### config.mk
export PLATFORM = sky130hd
export DESIGN_NAME = dcj11_mem_bridge
export DESIGN_NICKNAME = d
export VERILOG_FILES = /design/src/rtl/dcj11_mem_pkg.sv /design/src/rtl/dcj11_mem_bridge_wpost_fifo.sv /design/src/rtl/dcj11_mem_bridge.sv
export SDC_FILE = /design/constraint.sdc
export NUM_CORES = 1
export LEC_CHECK = 0
export CORE_UTILIZATION = 53
export CTS_BUF_LIST = sky130_fd_sc_hd__clkbuf_2
export CTS_CLUSTER_SIZE = 24
export DETAILED_ROUTE_END_ITERATION = 8
export PLACE_DENSITY = 0.82
export SLEW_MARGIN = 0
export SYNTH_ARGS = -nofsm -noshare
export SYNTH_HDL_FRONTEND = slang
export SYNTH_HIERARCHICAL = 1
export SYNTH_SLANG_ARGS = --single-unit
### constraint.sdc
create_clock -name clk_x3 -period 2.4 [get_ports clk_x3]
set_clock_uncertainty 0.2 [all_clocks]
set_input_delay 0.48 -clock clk_x3 [delete_from_list [all_inputs] [get_ports clk_x3]]
set_output_delay 0.48 -clock clk_x3 [all_outputs]
set_load 0.005 [all_outputs]
### src/rtl/dcj11_mem_pkg.sv
// Shared types and constants for the DCJ11 CPU to PSRAM controller bridge.
package dcj11_mem_pkg;

  localparam int unsigned ADDR_W  = 22;
  localparam int unsigned WADDR_W = 21;
  localparam int unsigned DATA_W  = 16;
  localparam int unsigned ENTRY_W = 40;

  localparam logic [1:0] MASK_WORD = 2'b11;
  localparam logic [1:0] MASK_LO   = 2'b01;
  localparam logic [1:0] MASK_HI   = 2'b10;

  typedef enum logic [1:0] {
    ST_IDLE,
    ST_RD_REQ,
    ST_RD_WAIT,
    ST_WR_REQ
  } state_t;

  typedef struct packed {
    logic [WADDR_W-1:0] addr;
    logic [DATA_W-1:0]  data;
    logic [1:0]         mask;
    logic               spare;
  } wpost_entry_t;

  function automatic logic [1:0] wr_mask(input logic is_byte, input logic a0);
    if (!is_byte) return MASK_WORD;
    return a0 ? MASK_HI : MASK_LO;
  endfunction

endpackage

### src/rtl/dcj11_mem_bridge_wpost_fifo.sv
// wpost_fifo: synchronous FIFO holding posted CPU writes until the controller takes them.
module wpost_fifo #(
  parameter int unsigned DEPTH = 2,
  parameter int unsigned WIDTH = 40
) (
  input  logic             clk_x3,
  input  logic             rstb,
  input  logic             i_push,
  input  logic             i_pop,
  input  logic [WIDTH-1:0] i_data,
  output logic [WIDTH-1:0] o_data,
  output logic             o_full,
  output logic             o_empty
);
  localparam int unsigned PW = (DEPTH > 1) ? $clog2(DEPTH) : 1;
  localparam int unsigned CW = $clog2(DEPTH + 1);

  logic [WIDTH-1:0] r_mem [1 << PW];
  logic [PW-1:0]    r_wptr;
  logic [PW-1:0]    r_rptr;
  logic [CW-1:0]    r_count;
  logic             w_push;
  logic             w_pop;

  assign o_full  = (r_count == CW'(DEPTH));
  assign o_empty = (r_count == '0);
  assign w_push  = i_push & ~o_full;
  assign w_pop   = i_pop & ~o_empty;
  assign o_data  = r_mem[r_rptr];

  function automatic logic [PW-1:0] ptr_inc(input logic [PW-1:0] p);
    return (p == PW'(DEPTH - 1)) ? '0 : p + 1'b1;
  endfunction

  always_ff @(posedge clk_x3) begin
    if (rstb) begin
      r_wptr  <= '0;
      r_rptr  <= '0;
      r_count <= '0;
    end else begin
      if (w_push) r_wptr <= ptr_inc(r_wptr);
      if (w_pop)  r_rptr <= ptr_inc(r_rptr);
      case ({w_push, w_pop})
        2'b10:   r_count <= r_count + 1'b1;
        2'b01:   r_count <= r_count - 1'b1;
        default: ;
      endcase
    end
  end

  always_ff @(posedge clk_x3) begin
    if (w_push) r_mem[r_wptr] <= i_data;
  end

endmodule

### src/rtl/dcj11_mem_bridge.sv
// DCJ11 CPU request to PSRAM controller command bridge with write posting.
// DCJ11_WPOST_EN: defined -> WPOST_DEPTH-entry posted-write buffer; undefined -> one-entry holding register.
module dcj11_mem_bridge
  import dcj11_mem_pkg::*;
#(
  parameter int unsigned WPOST_DEPTH = 2
) (
  input  logic               clk_x3,
  input  logic               rstb,
  input  logic               init,
  input  logic [ADDR_W-1:0]  ram_addr,
  input  logic               ram_read,
  input  logic               ram_write,
  input  logic               ram_byte,
  input  logic [DATA_W-1:0]  ram_wdata,
  output logic [DATA_W-1:0]  ram_rdata,
  output logic               rd_valid,
  output logic               busy,
  output logic               wr_ovf,
  output logic               cmd_valid,
  input  logic               cmd_ready,
  output logic               cmd_write,
  output logic [WADDR_W-1:0] cmd_addr,
  output logic [DATA_W-1:0]  cmd_wdata,
  output logic [1:0]         cmd_mask,
  input  logic               rsp_valid,
  input  logic [DATA_W-1:0]  rsp_data
);
`ifdef DCJ11_WPOST_EN
  localparam int unsigned BUF_DEPTH = WPOST_DEPTH;
`else
  localparam int unsigned BUF_DEPTH = (WPOST_DEPTH < 1) ? WPOST_DEPTH : 1;
`endif

  state_t             r_state, w_state_nxt;
  logic               r_read_d, r_write_d;
  logic               r_rd_pend;
  logic [WADDR_W-1:0] r_rd_addr;
  logic               r_cmd_valid, r_cmd_write;
  logic [WADDR_W-1:0] r_cmd_addr;
  logic [DATA_W-1:0]  r_cmd_wdata, r_rdata;
  logic [1:0]         r_cmd_mask;
  logic               r_rd_valid, r_wr_ovf;
  logic               w_rd_edge, w_wr_edge, w_rd_fall, w_rd_accept;
  logic               w_push, w_pop, w_full, w_empty;
  logic               w_unused_spare;
  wpost_entry_t       w_entry, w_head;

  assign w_rd_edge = ram_read & ~r_read_d;
  assign w_wr_edge = ram_write & ~r_write_d;
  assign w_rd_fall = ~ram_read & r_read_d;
  assign w_push    = w_wr_edge & ~w_full;
  assign w_pop     = (r_state == ST_WR_REQ) & cmd_ready;
  // Only one read outstanding: edges during RD_REQ/RD_WAIT or with a read pending are ignored.
  assign w_rd_accept = w_rd_edge & ~r_rd_pend &
                       ((r_state == ST_IDLE) | (r_state == ST_WR_REQ));

  assign w_entry = '{addr: ram_addr[ADDR_W-1:1], data: ram_wdata,
                     mask: wr_mask(ram_byte, ram_addr[0]), spare: 1'b0};
  assign w_unused_spare = w_head.spare;

  wpost_fifo #(
    .DEPTH (BUF_DEPTH),
    .WIDTH (ENTRY_W)
  ) u_wpost (
    .clk_x3  (clk_x3),
    .rstb    (rstb),
    .i_push  (w_push),
    .i_pop   (w_pop),
    .i_data  (w_entry),
    .o_data  (w_head),
    .o_full  (w_full),
    .o_empty (w_empty)
  );

  // Same-cycle edges are looked at directly so a fresh request issues the next cycle;
  // a write being pushed this cycle still wins over any read.
  always_comb begin
    w_state_nxt = r_state;
    unique case (r_state)
      ST_IDLE: begin
        if (init && (!w_empty || w_push))
          w_state_nxt = ST_WR_REQ;
        else if (init && (r_rd_pend || w_rd_accept))
          w_state_nxt = ST_RD_REQ;
      end
      ST_RD_REQ:  if (cmd_ready) w_state_nxt = ST_RD_WAIT;
      ST_RD_WAIT: if (rsp_valid) w_state_nxt = ST_IDLE;
      ST_WR_REQ:  if (cmd_ready) w_state_nxt = ST_IDLE;
      default:    w_state_nxt = ST_IDLE;
    endcase
  end

  always_ff @(posedge clk_x3) begin
    r_read_d  <= ram_read;
    r_write_d <= ram_write;
    if (rstb) begin
      r_state     <= ST_IDLE;
      r_rd_pend   <= 1'b0;
      r_rd_addr   <= '0;
      r_cmd_valid <= 1'b0;
      r_cmd_write <= 1'b0;
      r_cmd_addr  <= '0;
      r_cmd_wdata <= '0;
      r_cmd_mask  <= '0;
      r_rdata     <= '0;
      r_rd_valid  <= 1'b0;
      r_wr_ovf    <= 1'b0;
    end else begin
      r_state     <= w_state_nxt;
      r_cmd_valid <= (w_state_nxt == ST_RD_REQ) || (w_state_nxt == ST_WR_REQ);
      r_cmd_write <= (w_state_nxt == ST_WR_REQ);
      if (w_wr_edge && w_full) r_wr_ovf <= 1'b1;
      if (w_rd_accept) r_rd_addr <= ram_addr[ADDR_W-1:1];

      if (r_state == ST_IDLE && w_state_nxt == ST_RD_REQ)
        r_rd_pend <= 1'b0;
      else if (w_rd_accept)
        r_rd_pend <= 1'b1;

      if (r_state == ST_IDLE && w_state_nxt == ST_WR_REQ) begin
        r_cmd_addr  <= w_empty ? w_entry.addr : w_head.addr;
        r_cmd_wdata <= w_empty ? w_entry.data : w_head.data;
        r_cmd_mask  <= w_empty ? w_entry.mask : w_head.mask;
      end else if (r_state == ST_IDLE && w_state_nxt == ST_RD_REQ) begin
        r_cmd_addr  <= r_rd_pend ? r_rd_addr : ram_addr[ADDR_W-1:1];
        r_cmd_wdata <= '0;
        r_cmd_mask  <= MASK_WORD;
      end

      if (r_state == ST_RD_WAIT && rsp_valid) begin
        r_rdata    <= rsp_data;
        r_rd_valid <= 1'b1;
      end else if (w_rd_fall || w_rd_edge) begin
        r_rd_valid <= 1'b0;
      end
    end
  end

  assign cmd_valid = r_cmd_valid;
  assign cmd_write = r_cmd_write;
  assign cmd_addr  = r_cmd_addr;
  assign cmd_wdata = r_cmd_wdata;
  assign cmd_mask  = r_cmd_mask;
  assign ram_rdata = r_rdata;
  assign rd_valid  = r_rd_valid;
  assign wr_ovf    = r_wr_ovf;
  assign busy      = (r_state != ST_IDLE) | ~w_empty | r_rd_pend;

endmodule
==> run_results.csv <==
group,metric,value,unit
outcome,outcome,"finished clean",
floorplan,die_w,107.3,µm
sta,setup_tns,0,ns
pwr,vdd_drop_max,541.2,µV
clocking,cts_tree,"yes",
sta,max_freq,438.4,MHz
setup_path,path_cells,"clkdlybuf4s50_1",
min_path,hold_path_class,"primary input to flop",
setup_path,crit_family,"buffers and inverters",
sta,period_needed,2.281,ns
final_layout,final_layout_size_suffix_gt1_share,15.27,%
clocking,path_clk_slew,0.17,ns
detailed_routing,drc,0,
placed_design,dp.cells,856,
detailed_routing,ant_nets,0,
sta,finalSetupViolations,0,
pwr,finalPower,6.266,mW
final_layout,nets,807,
pwr,p_leak,2.655,nW
setup_path,critPathBufInv,1,
final_layout,syn2layout_area_growth,30.88,%
pwr,power_density,815.3,nW/µm²
detailed_routing,drt-vias-per-instance,5.674,
pwr,pwr-share-seq,41.8,%
placed_design,portBuffers,121,
setup_path,crit_fanout,3,
logic_synthesis,syn_inst,620,
detailed_routing,num_vias,5067,
global_route,grt_usage,26.92,%
floorplan,dieArea,11500,µm²
pwr,swShare,31.39,%
sta,final.period_utilization,95.05,%
setup_path,cp.required,1.72,ns
final_layout,stdcell_count,893,
sta,worst_slack,0.1188,ns
global_route,grt_pass1_vias,5025,
detailed_routing,dr.pass1.iters,5,
sta,slew_headroom,52.91,%
logic_synthesis,synth_fp_nets,687,
detailed_routing,drtIter0Drc,262,
logic_synthesis,ys_warn_count,6,
global_route,grt_pass1_wl,24.07,mm
setup_path,max_stage_delay,0.53,ns
global_route,overflow,0,
sta,hold_violations,0,
placed_design,hpwl,9.792,mm
setup_path,path_class,"flop to output pin",
setup_path,crit_path_end_kind,"output pin",
logic_synthesis,postSynthAreaPerCell,9.471,µm²
floorplan,die-height,107.3,µm
clocking,cts_root_buf,"clkbuf_2",
pwr,p_comb_share,33.4,%
setup_path,crit_path_top_delay_cell,"clkdlybuf4s50_1",
global_route,grt_max_degree,60,
sta,rsz0062_at_grt,"no",
floorplan,row_count,38,
final_layout,final_util,71.20,%
pwr,p_sw,1.967,mW
floorplan,io_pins,122,
clocking,cts_buffers,17,
global_route,antenna_found_initial,0,
sta,final-max-slew-violation-count,0,
clocking,clk_latency,0.65,ns
floorplan,start_util,54.41,%
clocking,clock_sinks,124,
pwr,pwr-share-clk,24.9,%
clocking,htreeDepth,4,
detailed_routing,finalWirelength,14.73,mm
final_layout,diodes,0,
setup_path,cp-start-kind,"flop",
setup_path,arrival,1.60,ns
placed_design,routabilityCongestion,0.8447,
floorplan,core,10790,µm²
job,drv_cap,0,
sta,worstMarginPinSlew,0.7064,ns
clocking,cts_buffer_depth,2,
detailed_routing,routedWlPerCell,16.50,µm
placed_design,dp_slack,-0.1117,ns
pwr,internal-power,4.299,mW
logic_synthesis,netlist_area,5872,µm²
## layout make-up
class	count	area [µm²]
fillers	784	3108
flip-flops and latches	124	2880
multi-input cells	415	2653
repair buffers	154	1578
clock inverters	12	193.9
well taps	140	175.2
inverters	28	105.1
clock buffers	20	100.1
## routing by layer
layer  GRT usage, %  wire length, µm
met1          32.29             6029
met2          46.82             7423
met3          6.235             1034
met4          10.18              245
met5              0                0
## metrics by stage
stage | hold WS (ns) | cell area, µm²
after floorplan | 0.2360 | 5872
after global placement | 0.2409 | 7308
after detailed placement | 0.2484 | 7308
after CTS | 0.05740 | 7679
after global routing | 0.07651 | 7685
final | 0.1044 | 7685
## path summary, 6_finish.rpt
path / slack, ns / startpoint / depth (start not counted) / to
max: 0.12 / cmd_addr[3]$_SDFFE_PP0P_ / 1 / cmd_addr[3]
min: 0.10 / ram_read / 1 / r_read_d$_DFF_P_
max reg2reg: 0.20 / r_state[1]$_SDFF_PP0_ / 6 / cmd_wdata[2]$_SDFFE_PP0P_
min reg2reg: 0.27 / r_rd_addr[4]$_SDFFE_PP0P_ / 2 / r_rd_addr[4]$_SDFFE_PP0P_
## sequential cells by signal, summed over array words and instances, names as in the netlist
register / cells
r_state: 2
cmd_mask: 2
rd_valid: 1
r_rd_pend: 1
u_wpost/o_full: 1
cmd_wdata: 16
cmd_write: 1
r_read_d: 1
ram_rdata: 16
wr_ovf: 1
r_rd_addr: 21
cmd_addr: 21
r_write_d: 1
u_wpost/r_mem: 39
## placed cells by master (no fill, tap or decap), drive strengths merged, types with 3 or more instances in the layout
cell and count:
nor3 24, inv 28, nand2 101, nand2b 27
ha 5, a31oi 4, a32o 16, buf 32
clkbuf 21, a21oi 62, bufinv 5, mux2 37
a211oi 3, dfxtp 85, o211ai 22, o32ai 21
clkdlybuf4s50 118, clkinv 6, nand3 22, nor2 26
mux2i 22, edfxtp 39
## power groups by stage
stage / logic [mW] / clock network, mW / registers [mW]
after floorplan: 1.10 / 0 / 2.65
after CTS: 2.08 / 1.58 / 2.62
after detailed placement: 2.03 / 0 / 2.66
after global routing: 2.28 / 1.68 / 2.65
final: 2.09 / 1.56 / 2.62
after global placement: 1.97 / 0 / 2.65
## what timing repair did
action / CTS / global route
hold buffers: 1 / 0
setup endpoints to repair: 2 / 1
setup buffers: 2 / 1
endpoints found under the hold margin: 17 / 0
gates resized for setup: 10 / 4
cloned: 1 / 0
pin swaps: 0 / 0
(Power assumes the default switching activity.)
